`src/rtl/mips_pipe_pkg.sv`:
```
// rtl/mips_pipe_pkg.sv - shared forwarding select codes and stage-record type
// Contents:
//   FWD_REGFILE / FWD_EX_MM / FWD_MM_WB : EX operand-mux select codes
//   fwd_stage_t                          : shadow destination info for one stage
//   fwd_produces()                       : producer-match predicate for one stage
package mips_pipe_pkg;

    localparam logic [1:0] FWD_REGFILE = 2'b00;
    localparam logic [1:0] FWD_EX_MM   = 2'b01;
    localparam logic [1:0] FWD_MM_WB   = 2'b10;

    typedef struct packed {
        logic       valid;
        logic [4:0] dest;
        logic       reg_write;
        logic       mem_read;
    } fwd_stage_t;

    // $0 is hard-wired to zero, so a write to it never produces a forwardable value.
    function automatic logic fwd_produces(input fwd_stage_t s,
                                          input logic [4:0]  src,
                                          input logic        uses);
        return s.valid & s.reg_write & (s.dest != 5'd0) & (s.dest == src) & uses;
    endfunction

endpackage

```
`src/rtl/forwarding_control_unit_if.sv`:
```
// rtl/forwarding_control_unit_if.sv - RR-stage request / EX forwarding response bundle
// Signals:
//   rr_*                 : RR-stage instruction description (master -> slave)
//   flush_rr_ex, freeze  : pipeline control (master -> slave)
//   Forwarding_control_* : registered EX operand selects (slave -> master)
//   stall_rr             : combinational load-use stall (slave -> master)
//   stall_count          : saturating stall counter (slave -> master)
interface forwarding_control_unit_if #(
    parameter int STALL_CNT_W = 16
);
    logic                   rr_valid;
    logic [4:0]             rr_rs;
    logic [4:0]             rr_rt;
    logic                   rr_uses_rs;
    logic                   rr_uses_rt;
    logic [4:0]             rr_dest;
    logic                   rr_reg_write;
    logic                   rr_mem_read;
    logic                   flush_rr_ex;
    logic                   freeze;
    logic [1:0]             Forwarding_control_1;
    logic [1:0]             Forwarding_control_2;
    logic                   stall_rr;
    logic [STALL_CNT_W-1:0] stall_count;

    modport master (
        output rr_valid, rr_rs, rr_rt, rr_uses_rs, rr_uses_rt,
               rr_dest, rr_reg_write, rr_mem_read, flush_rr_ex, freeze,
        input  Forwarding_control_1, Forwarding_control_2, stall_rr, stall_count
    );

    modport slave (
        input  rr_valid, rr_rs, rr_rt, rr_uses_rs, rr_uses_rt,
               rr_dest, rr_reg_write, rr_mem_read, flush_rr_ex, freeze,
        output Forwarding_control_1, Forwarding_control_2, stall_rr, stall_count
    );
endinterface

```
`src/rtl/forwarding_select.sv`:
```
// rtl/forwarding_select.sv - per-operand forwarding code and EX load-match detection
// Ports:
//   src_i, uses_i    : source register of the RR instruction and whether it is read
//   ex_i, mm_i       : current EX and MM shadow stage records
//   code_o           : next select code for this operand
//   ex_load_match_o  : the EX producer of this operand is a load (load-use hazard)
module forwarding_select
    import mips_pipe_pkg::*;
(
    input  logic [4:0] src_i,
    input  logic       uses_i,
    input  fwd_stage_t ex_i,
    input  fwd_stage_t mm_i,
    output logic [1:0] code_o,
    output logic       ex_load_match_o
);

    logic ex_match;
    logic mm_match;

    assign ex_match = fwd_produces(ex_i, src_i, uses_i);
    assign mm_match = fwd_produces(mm_i, src_i, uses_i);

    // EX is checked first: it holds the younger write to the same register.
    always_comb begin
        code_o = FWD_REGFILE;
        if (ex_match) begin
            code_o = FWD_EX_MM;
        end else if (mm_match) begin
            code_o = FWD_MM_WB;
        end
    end

    assign ex_load_match_o = ex_match & ex_i.mem_read;

endmodule

```
`src/rtl/forwarding_control_unit.sv`:
```
// rtl/forwarding_control_unit.sv - EX forwarding selects and RR load-use stall
// Ports:
//   clk, rst_n : pipeline clock (rising edge), asynchronous active-low reset
//   bus        : forwarding_control_unit_if slave modport (RR inputs, codes, stall, counter)
module forwarding_control_unit
    import mips_pipe_pkg::*;
#(
    parameter int STALL_CNT_W = 16
) (
    input  logic                         clk,
    input  logic                         rst_n,
    forwarding_control_unit_if.slave     bus
);

    localparam logic [STALL_CNT_W-1:0] CNT_ONE = {{(STALL_CNT_W-1){1'b0}}, 1'b1};

    fwd_stage_t             ex_q, ex_d;
    fwd_stage_t             mm_q, mm_d;
    logic [1:0]             fwd1_q, fwd1_d;
    logic [1:0]             fwd2_q, fwd2_d;
    logic [STALL_CNT_W-1:0] cnt_q, cnt_d;

    logic [1:0] code1;
    logic [1:0] code2;
    logic       load_match1;
    logic       load_match2;
    logic       stall;
    logic       bubble;

    forwarding_select u_sel_rs (
        .src_i           (bus.rr_rs),
        .uses_i          (bus.rr_uses_rs),
        .ex_i            (ex_q),
        .mm_i            (mm_q),
        .code_o          (code1),
        .ex_load_match_o (load_match1)
    );

    forwarding_select u_sel_rt (
        .src_i           (bus.rr_rt),
        .uses_i          (bus.rr_uses_rt),
        .ex_i            (ex_q),
        .mm_i            (mm_q),
        .code_o          (code2),
        .ex_load_match_o (load_match2)
    );

    // Flush outranks the stall: a killed instruction must not hold the front end.
    assign stall  = bus.rr_valid & ~bus.flush_rr_ex & (load_match1 | load_match2);

    // Anything that is not a live, issuing instruction enters EX as a bubble
    // and needs no forwarding.
    assign bubble = ~bus.rr_valid | bus.flush_rr_ex | stall;

    always_comb begin
        ex_d   = '0;
        mm_d   = ex_q;
        fwd1_d = FWD_REGFILE;
        fwd2_d = FWD_REGFILE;
        cnt_d  = cnt_q;
        if (!bubble) begin
            ex_d.valid     = 1'b1;
            ex_d.dest      = bus.rr_dest;
            ex_d.reg_write = bus.rr_reg_write;
            ex_d.mem_read  = bus.rr_mem_read;
            fwd1_d         = code1;
            fwd2_d         = code2;
        end
        if (stall && (cnt_q != {STALL_CNT_W{1'b1}})) begin
            cnt_d = cnt_q + CNT_ONE;
        end
    end

    always_ff @(posedge clk or negedge rst_n) begin
        if (!rst_n) begin
            ex_q   <= '0;
            mm_q   <= '0;
            fwd1_q <= FWD_REGFILE;
            fwd2_q <= FWD_REGFILE;
            cnt_q  <= '0;
        end else if (!bus.freeze) begin
            ex_q   <= ex_d;
            mm_q   <= mm_d;
            fwd1_q <= fwd1_d;
            fwd2_q <= fwd2_d;
            cnt_q  <= cnt_d;
        end
    end

    assign bus.Forwarding_control_1 = fwd1_q;
    assign bus.Forwarding_control_2 = fwd2_q;
    assign bus.stall_rr             = stall;
    assign bus.stall_count          = cnt_q;

endmodule

```
`src/flat_wrapper.sv`:
```
// flat-port wrapper written by rule: the top's interface ports become plain ports
module forwarding_control_unit_flat import mips_pipe_pkg::*;
#(
    parameter int STALL_CNT_W = 16
)
  (clk, rst_n, bus_rr_valid, bus_rr_rs, bus_rr_rt, bus_rr_uses_rs, bus_rr_uses_rt, bus_rr_dest, bus_rr_reg_write, bus_rr_mem_read, bus_flush_rr_ex, bus_freeze, bus_Forwarding_control_1, bus_Forwarding_control_2, bus_stall_rr, bus_stall_count);
  forwarding_control_unit_if #(.STALL_CNT_W(STALL_CNT_W)) bus_i ();
  input  logic clk;
  input  logic rst_n;
  input wire logic [$bits(bus_i.rr_valid)-1:0] bus_rr_valid;
  input wire logic [$bits(bus_i.rr_rs)-1:0] bus_rr_rs;
  input wire logic [$bits(bus_i.rr_rt)-1:0] bus_rr_rt;
  input wire logic [$bits(bus_i.rr_uses_rs)-1:0] bus_rr_uses_rs;
  input wire logic [$bits(bus_i.rr_uses_rt)-1:0] bus_rr_uses_rt;
  input wire logic [$bits(bus_i.rr_dest)-1:0] bus_rr_dest;
  input wire logic [$bits(bus_i.rr_reg_write)-1:0] bus_rr_reg_write;
  input wire logic [$bits(bus_i.rr_mem_read)-1:0] bus_rr_mem_read;
  input wire logic [$bits(bus_i.flush_rr_ex)-1:0] bus_flush_rr_ex;
  input wire logic [$bits(bus_i.freeze)-1:0] bus_freeze;
  output wire logic [$bits(bus_i.Forwarding_control_1)-1:0] bus_Forwarding_control_1;
  output wire logic [$bits(bus_i.Forwarding_control_2)-1:0] bus_Forwarding_control_2;
  output wire logic [$bits(bus_i.stall_rr)-1:0] bus_stall_rr;
  output wire logic [$bits(bus_i.stall_count)-1:0] bus_stall_count;
  assign bus_i.rr_valid = bus_rr_valid;
  assign bus_i.rr_rs = bus_rr_rs;
  assign bus_i.rr_rt = bus_rr_rt;
  assign bus_i.rr_uses_rs = bus_rr_uses_rs;
  assign bus_i.rr_uses_rt = bus_rr_uses_rt;
  assign bus_i.rr_dest = bus_rr_dest;
  assign bus_i.rr_reg_write = bus_rr_reg_write;
  assign bus_i.rr_mem_read = bus_rr_mem_read;
  assign bus_i.flush_rr_ex = bus_flush_rr_ex;
  assign bus_i.freeze = bus_freeze;
  assign bus_Forwarding_control_1 = bus_i.Forwarding_control_1;
  assign bus_Forwarding_control_2 = bus_i.Forwarding_control_2;
  assign bus_stall_rr = bus_i.stall_rr;
  assign bus_stall_count = bus_i.stall_count;
  forwarding_control_unit #(.STALL_CNT_W(STALL_CNT_W)) u_core (.clk(clk), .rst_n(rst_n), .bus(bus_i));
endmodule
```
`config.mk`:
```
export PLATFORM = sky130hd
export DESIGN_NAME = forwarding_control_unit_flat
export DESIGN_NICKNAME = d
export VERILOG_FILES = /design/src/rtl/mips_pipe_pkg.sv /design/src/rtl/forwarding_control_unit_if.sv /design/src/rtl/forwarding_select.sv /design/src/rtl/forwarding_control_unit.sv /design/src/flat_wrapper.sv
export SDC_FILE = /design/constraint.sdc
export NUM_CORES = 1
export LEC_CHECK = 0
export BUFFER_PORTS_ARGS = -buffer_cell sky130_fd_sc_hd__buf_2
export CAP_MARGIN = 25
export CORE_ASPECT_RATIO = 1.4
export CORE_UTILIZATION = 50
export CTS_BUF_LIST = sky130_fd_sc_hd__clkbuf_16
export DETAILED_ROUTE_END_ITERATION = 6
export PLACE_DENSITY = 0.83
export REMOVE_ABC_BUFFERS = 1
export SLEW_MARGIN = 15
export SYNTH_ARGS = -nofsm -noshare
export SYNTH_HDL_FRONTEND = slang
export SYNTH_SLANG_ARGS = --single-unit
```
`constraint.sdc`:
```
create_clock -name clk -period 3.1 [get_ports clk]
set_clock_uncertainty 0.1 [all_clocks]
set_input_delay 0.31 -clock clk [delete_from_list [all_inputs] [get_ports clk]]
set_output_delay 0.31 -clock clk [all_outputs]
set_load 0.01 [all_outputs]
```
# After elaboration in Yosys (flattened, before gate mapping)
# Index checks and enable logic that the tools add are counted.
# totals
inputBits	24
out_inout_bits	21
regBits	35
word_cells	49
# classes
eq_ne	5
reduce_logical	4
n_mux	7
add_sub_neg	1
bitwise	22
# ops
operator	n
$eq 5x5->1	4
$add 16x1->16 const B	1
$and 1x1->1	16
$ne 16x16->1 const B	1
$mux 2	6
$reduce_bool 5->1	2
$mux 8	1
$not 1->1	3
$or 1x1->1	3
$reduce_and 2->1	1
$logic_and 1x1->1	1

# Logic depth before layout (Yosys ltp)
# Gate-level depths: netlist of the first run.
# logic_depth
word_depth	9
mapped_depth	8
ltp_nobuf	7

# Cells and area by module
# From an unflattened synthesis of the first run, not the netlist that was laid out.
# unflattened
cells_unflattened	164
hier_area_um2	1910.6
# modules_own_cells
mod	instances	area_per_inst_um2	cells_per_inst
forwarding_control_unit	1	1577.8	120
forwarding_select	2	166.4	22

# Worst setup path before layout of the first run
# Ideal clock, no wire load.
# synth_path
path_kind	reg2reg
start	reg u_core.cnt_q[0], in the netlist u_core.bus.stall_count[0]
end	reg u_core.cnt_q[1], in the netlist u_core.bus.stall_count[1]
stages_incl_launch_ff	8
arrival_time_ps	2010
period_less_slack_ps	2235
slack_ps	865
setup_ps	125
cell_sequence	dfrtp_1 -> ha_1 -> and3_1 -> and3_1 -> a2111o_1 -> o21ba_1 -> buf_6 -> mux2_4
# synth_via
elab_chain_cells	3
# synth_rtl
element	line_no	text
start, declared	forwarding_control_unit.sv:21	logic [STALL_CNT_W-1:0] cnt_q, cnt_d;
start signal, assigned	forwarding_control_unit.sv:86	cnt_q <= cnt_d;
parallel branches: the longest is 3 deep, another holds $add 16x1->16	--	
# Parallel ways; which one is timed is not known.
# A chain may end at the register's enable or synchronous reset.

# Worst setup path after layout of the first run
# layout_path
start	reg u_core.ex_q[3] in the netlist's numbering
end	out bus_stall_rr
# layout_via
elab_chain_cells	7
# layout_rtl
element	line_no	text
start, declared	forwarding_control_unit.sv:17	fwd_stage_t ex_q, ex_d;
start signal, assigned	forwarding_control_unit.sv:76	ex_q <= '0;
start signal, assigned	forwarding_control_unit.sv:82	ex_q <= ex_d;
$reduce_bool 5->1	mips_pipe_pkg.sv:23	return s.valid & s.reg_write & (s.dest != 5'd0) & (s.dest == src) & uses;
$and 1x1->1 (3 in a row)	mips_pipe_pkg.sv:23	
$and 1x1->1	forwarding_select.sv:34	assign ex_load_match_o = ex_match & ex_i.mem_read;
$or 1x1->1 *	forwarding_control_unit.sv:49	assign stall = bus.rr_valid & ~bus.flush_rr_ex & (load_match1 | load_match2);
$and 1x1->1 *	forwarding_control_unit.sv:49	
end, declared	flat_wrapper.sv:22	output wire logic [$bits(bus_i.stall_rr)-1:0] bus_stall_rr;
# Mark *: on every way between the ends. The rest lies on a longest branch, timed or not.

==> flow_metrics.env, run 1 <==
export IMPL_numCtsBuffers=5
export IMPL_io_buffers=44
export IMPL_start_util=0.535
export IMPL_synth_top_area_frac=0.471
export IMPL_hp_class="in -> async"
export IMPL_final_common_cell="buf_2"
export IMPL_r2r_end="u_core.bus.stall_count[1]"
export IMPL_die_h_um=74.2
export IMPL_fin_crit_sh=0.771
export IMPL_max_freq_ghz=0.418
export IMPL_std_cell_rows=25
export IMPL_n_antenna_cell=0
export IMPL_num_vias=1408
export IMPL_die_width_um=53.5
export IMPL_drive_gt1_frac=0.325
export IMPL_syn_avg_cell_area_sq_um=11.6
export IMPL_clock_sinks=35
export IMPL_area_growth_pct=21.3
export IMPL_wl_mm=3.77
export IMPL_core_area_sq_mm=0.00347
export IMPL_crit_slowest_cell="or4_4"
export IMPL_run_status="finished, violations left"
export IMPL_setup_violations=0
export IMPL_htreeDepth=2
export IMPL_timing_hold_ws_ps=-8.45
export IMPL_synthesis_area_sq_mm=0.00186
export IMPL_synth_ff_latch_count=35
export IMPL_grt_usage=0.226
export IMPL_crit_start="u_core.ex_q[3]"
export IMPL_violations="negative hold slack"
export IMPL_ir_drop_uv=400
export IMPL_p_per_area_mw_per_mm2=469
export IMPL_root_buffer="clkbuf_16"
export IMPL_nets=233
export IMPL_cp_max_fo=8
export IMPL_yosysUniqueCellTypes=40
export IMPL_drtIter0Drc=33
export IMPL_place_congestion=0.824
export IMPL_p_leak_uw=0.00118
export IMPL_slowest_delay_ps=570
export IMPL_period_minus_slack_ps=2390
export IMPL_critPathKind="reg -> out"
export IMPL_r2r_start="u_core.bus.stall_count[0]"
export IMPL_endpoint_kind="output pin"
export IMPL_finalPower_uw=1060
export IMPL_synth_area_leaders="dfrtp_1 47%, xor2_1 8.5%, xnor2_1 7.5%"
export IMPL_finalHoldViolations=7
export IMPL_final_cell_mix="44 x buf_2, 35 x dfrtp_1, 18 x xor2_1"
export IMPL_syn_inst=160
export IMPL_clockBufferDepth=2
export IMPL_vias_per_cell=5.65
export IMPL_ff2ff_path_depth=6
export IMPL_io_pins=45
export IMPL_cts_reportedPaths_clkPinSlew_ps=50
export IMPL_ff2ff_setup_slack_ps=720
export IMPL_ys_flop_type="dfrtp_1"
export IMPL_grt_first_pass_wirelength_mm=6.34
export IMPL_finalCoreUtilization=0.650
export IMPL_stdcell_area_sq_mm=0.00226
export IMPL_antenna_found_initial=0
export IMPL_synth_top_area_cell="dfrtp_1"
export IMPL_required_ps=2690
export IMPL_drtAntennaViolNets=0
export IMPL_cts_repair_resized=0
export IMPL_tightest_slew_ps=745
export IMPL_crit_end="bus_stall_rr"
export IMPL_cap_viol_max_count=0
export IMPL_dpl_cell_area_sq_mm=0.00211
export IMPL_worst_setup_path_start_kind="register"
export IMPL_cts_tree="done"
export IMPL_grt_pass1_vias=1366
export IMPL_die_area_sq_mm=0.00397
export IMPL_worstPathArrival_ps=1980
export IMPL_synthArstFlopShare=1.00
export IMPL_ys_warn_count=0
export IMPL_overflow=0
export IMPL_first_pass_iters=4
export IMPL_drc_errors=0
export IMPL_worstPathCellList="or4_4 -> o211ai_4 -> nor2_1 -> o21ai_2 -> inv_1 -> buf_2"
export IMPL_dp_hpwl_mm=2.86
export IMPL_wl_per_cell_um=15.1
export IMPL_synth_edf_count=0
export IMPL_clock_latency_ps=280
export IMPL_seq_area_frac_synth=0.471
export IMPL_cts_hold_buf=0
export IMPL_relSlewSlack=0.504
export IMPL_post_cts_buffers=0
export IMPL_finalSetupTns_ps=0
export IMPL_slew_viol_final=0
export IMPL_rsz0062_at_grt="no"
export IMPL_grt_start_max_net_pins=36
[logic make-up (layout without fill, tap and decap cells)]
family / after synthesis / in the layout / synth area share
and+or+nand+nor: 56 / 56 / 0.194
DFF: 35 / 35 / 0.471
xor gates and xnor gates: 34 / 34 / 0.160
AOI/OAI and AO/OA: 20 / 20 / 0.0969
muxes: 9 / 9 / 0.0565
buffers and inverters: 5 / 54 / 0.0141
adders and majority gates: 1 / 1 / 0.00673
[power by group]
| part | leakage, uW | total [uW] | internal [uW] | switching, uW |
|---|---|---|---|---|
| sequential | 0.000481 | 489 | 471 | 18.8 |
| clock | 0.0000658 | 480 | 295 | 185 |
| combinational | 0.000629 | 87.7 | 44.3 | 43.4 |
[Yosys cell counts (2+ instances only)]
cell type and n:
dfrtp_1 35, nor2_1 5, nor3b_1 2, nor4_1 3
xor2_1 18, a22o_1 9, mux2_2 7, nor3_1 5
inv_1 2, nand4_1 7, and3_1 6, clkbuf_1 2
a21o_1 3, nand2_1 9, a211oi_1 2, xnor2_1 16
nand3_1 6
[layout make-up]
type,count,area (sq um)
fillers,282,1220
multi-input cells,120,957
flip-flops and latches,35,876
repair buffers,44,220
clock buffers,5,125
well taps,40,50.0
clock inverters,3,20.0
inverters,2,7.51
[routing by layer]
metal	share of wire	track usage	vias up	routed length [um]
met2	0.53	0.379	45	1990
li1	-	-	683	-
met4	0.016	0.0789	0	61
met3	0.048	0.0593	6	180
met1	0.41	0.276	674	1540
met5	0	0	-	0
[flip-flops by register name, indices dropped and copies added, names as in the netlist]
name and count:
u_core.bus.Forwarding_control_1 2, u_core.bus.Forwarding_control_2 2, u_core.bus.stall_count 16, u_core.ex_q 8, u_core.mm_q 7
[worst min path at each step]
stage / startpoint / to / slack, ps / cells past startpoint
finish: rst_n / u_core.bus.stall_count[14] / -8 / 1
global placement: rst_n / u_core.bus.stall_count[11] / 320 / 1
global route: rst_n / u_core.bus.stall_count[11] / 60 / 1
detailed placement: rst_n / u_core.bus.stall_count[11] / 320 / 1
CTS: rst_n / u_core.bus.stall_count[11] / 20 / 1
floorplan: rst_n / u_core.bus.Forwarding_control_1[0] / -90 / 0
[critical path: cells and delay by family, from the launching register on]
family                 cells  cell delay [ps]
and+or+nand+nor            2              660
AOI/OAI and AO/OA          2              390
buffers and inverters      2              200
DFF                        1              450
[through the flow]
stage	hold WS, ps	cells	worst slack, ps
3_3_place_gp	316	241	787
3_5_place_dp	322	241	722
6_report	-8.45	249	709
4_1_cts	21.2	249	705
5_1_grt	62.2	249	615
2_1_floorplan	-85.6	157	818
No activity file was read; power rests on OpenSTA's default activity.
==> inputs of run 2 (changes only) <==
--- a/config.mk
+++ b/config.mk
@@ -8,10 +8,10 @@
 export BUFFER_PORTS_ARGS = -buffer_cell sky130_fd_sc_hd__buf_2
 export CAP_MARGIN = 25
 export CORE_ASPECT_RATIO = 1.4
-export CORE_UTILIZATION = 50
+export CORE_UTILIZATION = 48
 export CTS_BUF_LIST = sky130_fd_sc_hd__clkbuf_16
 export DETAILED_ROUTE_END_ITERATION = 6
-export PLACE_DENSITY = 0.83
+export PLACE_DENSITY = 0.84
 export REMOVE_ABC_BUFFERS = 1
 export SLEW_MARGIN = 15
 export SYNTH_ARGS = -nofsm -noshare
==> constraint.sdc (replaced) <==
create_clock -name clk -period 2 [get_ports clk]
set_clock_uncertainty 0.1 [all_clocks]
set_input_delay 0.2 -clock clk [delete_from_list [all_inputs] [get_ports clk]]
set_output_delay 0.2 -clock clk [all_outputs]
set_load 0.01 [all_outputs]
==> flow_metrics.env, run 2 (synthesis results as in run 1) <==
export IMPL_worstPathArrival_ps=1840
export IMPL_run_status="finished, violations left"
export IMPL_finalHoldViolations=0
export IMPL_setup_violations=24
export IMPL_r2r_start="u_core.bus.stall_count[1]"
export IMPL_die_h_um=75.6
export IMPL_n_antenna_cell=0
export IMPL_grt_first_pass_wirelength_mm=8.07
export IMPL_area_growth_pct=48.4
export IMPL_fin_crit_sh=1.07
export IMPL_p_leak_uw=0.00147
export IMPL_htreeDepth=2
export IMPL_overflow=0
export IMPL_clockBufferDepth=2
export IMPL_cts_reportedPaths_clkPinSlew_ps=50
export IMPL_die_area_sq_mm=0.00413
export IMPL_endpoint_kind="output pin"
export IMPL_relSlewSlack=0.470
export IMPL_num_vias=1671
export IMPL_wl_mm=5.18
export IMPL_internal_power_uw=1270
export IMPL_grt_start_max_net_pins=36
export IMPL_crit_start="u_core.ex_q[3]"
export IMPL_grt_usage=0.278
export IMPL_std_cell_rows=26
export IMPL_dp_hpwl_mm=3.15
export IMPL_numCtsBuffers=5
export IMPL_worst_setup_path_start_kind="register"
export IMPL_p_clk_frac=0.448
export IMPL_nets=280
export IMPL_io_buffers=44
export IMPL_crit_end="bus_stall_rr"
export IMPL_clock_sinks=35
export IMPL_hp_class="in -> reg"
export IMPL_root_buffer="clkbuf_16"
export IMPL_cts_tree="done"
export IMPL_finalPower_uw=1690
export IMPL_vias_per_cell=5.61
export IMPL_cap_viol_max_count=0
export IMPL_p_switching_uw=412
export IMPL_combPwrFrac=0.104
export IMPL_p_per_area_mw_per_mm2=611
export IMPL_critPathKind="reg -> out"
export IMPL_final_cell_mix="43 x buf_2, 41 x buf_4, 35 x dfrtp_1"
export IMPL_finalSetupTns_ps=-1500
export IMPL_timing_hold_ws_ps=34.5
export IMPL_period_minus_slack_ps=2140
export IMPL_wl_per_cell_um=17.4
export IMPL_io_pins=45
export IMPL_ff2ff_setup_slack_ps=-130
export IMPL_core_area_sq_mm=0.00368
export IMPL_switching_share=0.244
export IMPL_p_seq_frac=0.449
export IMPL_slew_viol_final=0
export IMPL_final_common_cell="buf_2"
export IMPL_die_width_um=54.6
export IMPL_drtIter0Drc=102
export IMPL_drive_gt1_frac=0.527
export IMPL_violations="negative setup slack"
export IMPL_required_ps=1700
export IMPL_first_pass_iters=4
export IMPL_start_util=0.506
export IMPL_cp_max_fo=5
export IMPL_layout_setup_ws_ps=-143
export IMPL_tightest_slew_ps=795
export IMPL_finalCoreUtilization=0.751
export IMPL_drc_errors=0
export IMPL_place_congestion=0.887
export IMPL_r2r_end="u_core.bus.stall_count[1]"
export IMPL_rsz0062_at_grt="yes"
export IMPL_drtAntennaViolNets=0
export IMPL_clock_latency_ps=280
export IMPL_largest_reg_flops=16
export IMPL_ff2ff_path_depth=6
export IMPL_grt_pass1_vias=1714
export IMPL_max_freq_ghz=0.467
export IMPL_ir_drop_uv=876
export IMPL_antenna_found_initial=0
[run 2: cell types whose count changed in the layout (fill, tap and decap cells not counted), sizes merged]
cell	before	now
buf	44	90
dlygate4sd3	0	1
inv	2	3
clkinvlp	2	1
[run 2: how the worst min path moves through the flow]
stage          cells after the start  slack [ps]        startpoint                                 end
2_1_floorplan                      0        -200             rst_n  u_core.bus.Forwarding_control_1[0]
3_3_place_gp                       1         210             rst_n                      u_core.ex_q[6]
3_5_place_dp                       1         220             rst_n                      u_core.mm_q[3]
4_1_cts                            2          30    bus_rr_dest[2]                      u_core.ex_q[4]
5_1_grt                            2          30  bus_rr_reg_write                      u_core.ex_q[1]
6_report                           2          30  bus_rr_reg_write                      u_core.ex_q[1]
[run 2: repair_timing]
action,CTS,global route
gates resized for setup,24,8
pin swaps,23,22
endpoints found under the setup margin,24,27
hold buffers,1,0
endpoints found under the hold margin,35,0
buffers inserted,11,3
[run 2: worst max-delay path, cell delays in order (launching register included)]
cell,delay (ps)
dfrtp_1,370
or4_4,550
o211ai_4,210
nor2_2,60
o21ai_2,80
buf_6,150
inv_2,40
buf_6,110
[run 2: routing by layer]
| layer | part of all wire | global-route usage | wire length [um] |
|---|---|---|---|
| met4 | 0.016 | 0.105 | 84 |
| met5 | 0 | 0 | 0 |
| met1 | 0.41 | 0.355 | 2150 |
| met3 | 0.042 | 0.0699 | 217 |
| met2 | 0.53 | 0.446 | 2730 |
[run 2: layout make-up]
cell class / count / area, sq um
Clock buffer: 5 / 125
Clock inverter: 3 / 16.3
Fill cell: 221 / 917
Inverter: 2 / 7.51
Multi-Input combinational cell: 120 / 1080
Sequential cell: 35 / 876
Tap cell: 42 / 52.6
Timing Repair Buffer: 91 / 601
[run 2: through the flow]
| step | cell area, sq um | cells | setup WS [ps] |
|---|---|---|---|
| 3_5_place_dp | 2380 | 277 | -214 |
| 3_3_place_gp | 2380 | 277 | -159 |
| 4_1_cts | 2710 | 296 | -168 |
| 5_1_grt | 2760 | 298 | -243 |
| 2_1_floorplan | 1840 | 157 | -282 |
| 6_report | 2760 | 298 | -143 |
[run 2: power groups by stage]
| stage | combinational [uW] | clock [uW] | sequential, uW |
|---|---|---|---|
| final | 175 | 755 | 756 |
| after detailed placement | 153 | 0 | 768 |
| after global placement | 150 | 0 | 767 |
| after global routing | 190 | 802 | 759 |
| after CTS | 173 | 752 | 754 |
| after floorplan | 78.6 | 0 | 763 |
==> inputs of run 3 (changes only) <==
--- a/config.mk
+++ b/config.mk
@@ -5,12 +5,13 @@
 export SDC_FILE = /design/constraint.sdc
 export NUM_CORES = 1
 export LEC_CHECK = 0
-export BUFFER_PORTS_ARGS = -buffer_cell sky130_fd_sc_hd__buf_2
+export BUFFER_PORTS_ARGS = -buffer_cell sky130_fd_sc_hd__clkbuf_2
 export CAP_MARGIN = 25
 export CORE_ASPECT_RATIO = 1.4
 export CORE_UTILIZATION = 48
 export CTS_BUF_LIST = sky130_fd_sc_hd__clkbuf_16
 export DETAILED_ROUTE_END_ITERATION = 6
+export GPL_TIMING_DRIVEN = 0
 export PLACE_DENSITY = 0.84
 export REMOVE_ABC_BUFFERS = 1
 export SLEW_MARGIN = 15
==> flow_metrics.env, run 3 (synthesis results as in run 1) <==
export IMPL_run_status="finished, violations left"
export IMPL_violations="negative setup slack"
export IMPL_grt_first_pass_wirelength_mm=6.95
export IMPL_die_h_um=75.6
export IMPL_core_area_sq_mm=0.00368
export IMPL_tightest_slew_ps=857
export IMPL_overflow=0
export IMPL_finalHoldViolations=0
export IMPL_ir_drop_uv=863
export IMPL_period_minus_slack_ps=2200
export IMPL_root_buffer="clkbuf_16"
export IMPL_nets=250
export IMPL_fin_crit_sh=1.10
export IMPL_drc_errors=0
export IMPL_htreeDepth=2
export IMPL_crit_buf_inv=1
export IMPL_multi_input_area_sq_mm=0.00115
export IMPL_drtAntennaViolNets=0
export IMPL_wl_mm=4.90
export IMPL_cap_viol_max_count=0
export IMPL_wl_per_cell_um=18.3
export IMPL_relSlewSlack=0.429
export IMPL_clock_sinks=35
export IMPL_first_pass_iters=4
export IMPL_grt_start_max_net_pins=36
export IMPL_largest_reg_flops=16
export IMPL_crit_start="u_core.ex_q[3]"
export IMPL_final_cell_mix="43 x clkbuf_2, 32 x dfrtp_1, 18 x xor2_1"
export IMPL_drive_gt1_frac=0.500
export IMPL_cp_max_fo=4
export IMPL_r2r_start="u_core.ex_q[3]"
export IMPL_start_util=0.506
export IMPL_min_from="bus_rr_reg_write"
export IMPL_numCtsBuffers=5
export IMPL_grt_pass1_vias=1522
export IMPL_io_buffers=44
export IMPL_cts_reportedPaths_clkPinSlew_ps=60
export IMPL_worstPathArrival_ps=2250
export IMPL_n_antenna_cell=0
export IMPL_p_leak_uw=0.00134
export IMPL_die_area_sq_mm=0.00413
export IMPL_area_growth_pct=42.1
export IMPL_rsz0062_at_grt="yes"
export IMPL_num_vias=1565
export IMPL_finalNonFillerCells=268
export IMPL_post_place_ws_ps=-434
export IMPL_io_pins=45
export IMPL_p_per_area_mw_per_mm2=686
export IMPL_place_congestion=0.917
export IMPL_clock_latency_ps=290
export IMPL_crit_family="simple AND/OR/NAND/NOR gates"
export IMPL_std_cell_rows=26
export IMPL_grt_usage=0.243
export IMPL_cts_tree="done"
export IMPL_final_common_cell="clkbuf_2"
export IMPL_antenna_found_initial=0
export IMPL_hp_class="in -> reg"
export IMPL_slew_viol_final=0
export IMPL_worstPathCellList="or4_4 -> o211ai_4 -> buf_6 -> nor3_2 -> o21a_1 -> nor4b_2 -> xor2_1"
export IMPL_critPathKind="reg -> reg"
export IMPL_n_fill_cell=235
export IMPL_worst_setup_path_start_kind="register"
export IMPL_drtIter0Drc=44
export IMPL_clockBufferDepth=2
export IMPL_ff2ff_setup_slack_ps=-200
export IMPL_endpoint_kind="register"
export IMPL_finalCoreUtilization=0.719
export IMPL_setup_violations=21
export IMPL_die_width_um=54.6
export IMPL_required_ps=2050
export IMPL_slowest_delay_ps=560
export IMPL_dp_hpwl_mm=2.78
export IMPL_vias_per_cell=5.84
export IMPL_regArea_sq_um=880
export IMPL_max_freq_ghz=0.455
export IMPL_crit_slowest_cell="or4_4"
export IMPL_layout_setup_ws_ps=-199
export IMPL_dpl_cell_count=243
==> run 3: cell types whose count changed in the layout (fill, tap and decap cells not counted), sizes merged <==
cell / change
inv: -1
bufinv: +1
buf: -73
clkbuf: +43
clkinv: +1
clkinvlp: -1
==> run 3: worst paths after layout <==
kind / to / cells past startpoint
setup reg to reg: u_core.bus.stall_count[6] / 7
min in group asynchronous: u_core.ex_q[3] / 2
setup / recovery: u_core.bus.stall_count[6] / 7
hold reg to reg: u_core.bus.Forwarding_control_2[1] / 1
max in group asynchronous: u_core.ex_q[6] / 2
hold / removal: u_core.ex_q[1] / 2
==> run 3: routing by layer <==
layer,global-route usage,vias up,share of wire
li1,-,721,-
met1,0.286,788,0.40
met2,0.406,46,0.54
met3,0.0619,10,0.034
met4,0.108,0,0.018
met5,0,-,0
==> run 3: stage by stage <==
step | area, sq um | hold slack (ps) | total power (uW) | setup TNS, ps
floorplan | 1840 | -196 | 842 | -1650
global placement | 2110 | 241 | 904 | -3920
detailed placement | 2110 | 243 | 908 | -4470
CTS | 2440 | 33.6 | 1800 | -2100
global route | 2640 | 42.3 | 1870 | -4810
finish | 2640 | 32.8 | 1810 | -2830
==> run 3: area by class of cell <==
cell class,count,share of cell area
Clock buffer,5,0.0473
Timing Repair Buffer,61,0.147
Clock inverter,3,0.0166
Sequential cell,35,0.333
Multi-Input combinational cell,120,0.434
Tap cell,42,0.0199
Inverter,2,0.00284
==> run 3: repair_timing <==
item | 4_1_cts | 5_1_grt
endpoints found under the setup margin | 25 | 25
buffers inserted | 10 | 6
hold endpoints to repair | 35 | 0
gates resized for setup | 17 | 27
pin swaps | 13 | 24
hold buffers | 1 | 0
gates cloned | 0 | 0
==> run 3: power by group <==
group          leakage, uW  internal (uW)  switching, uW
logic             0.000776           79.5           80.1
registers         0.000476            730           30.1
clock network    0.0000838            587            305
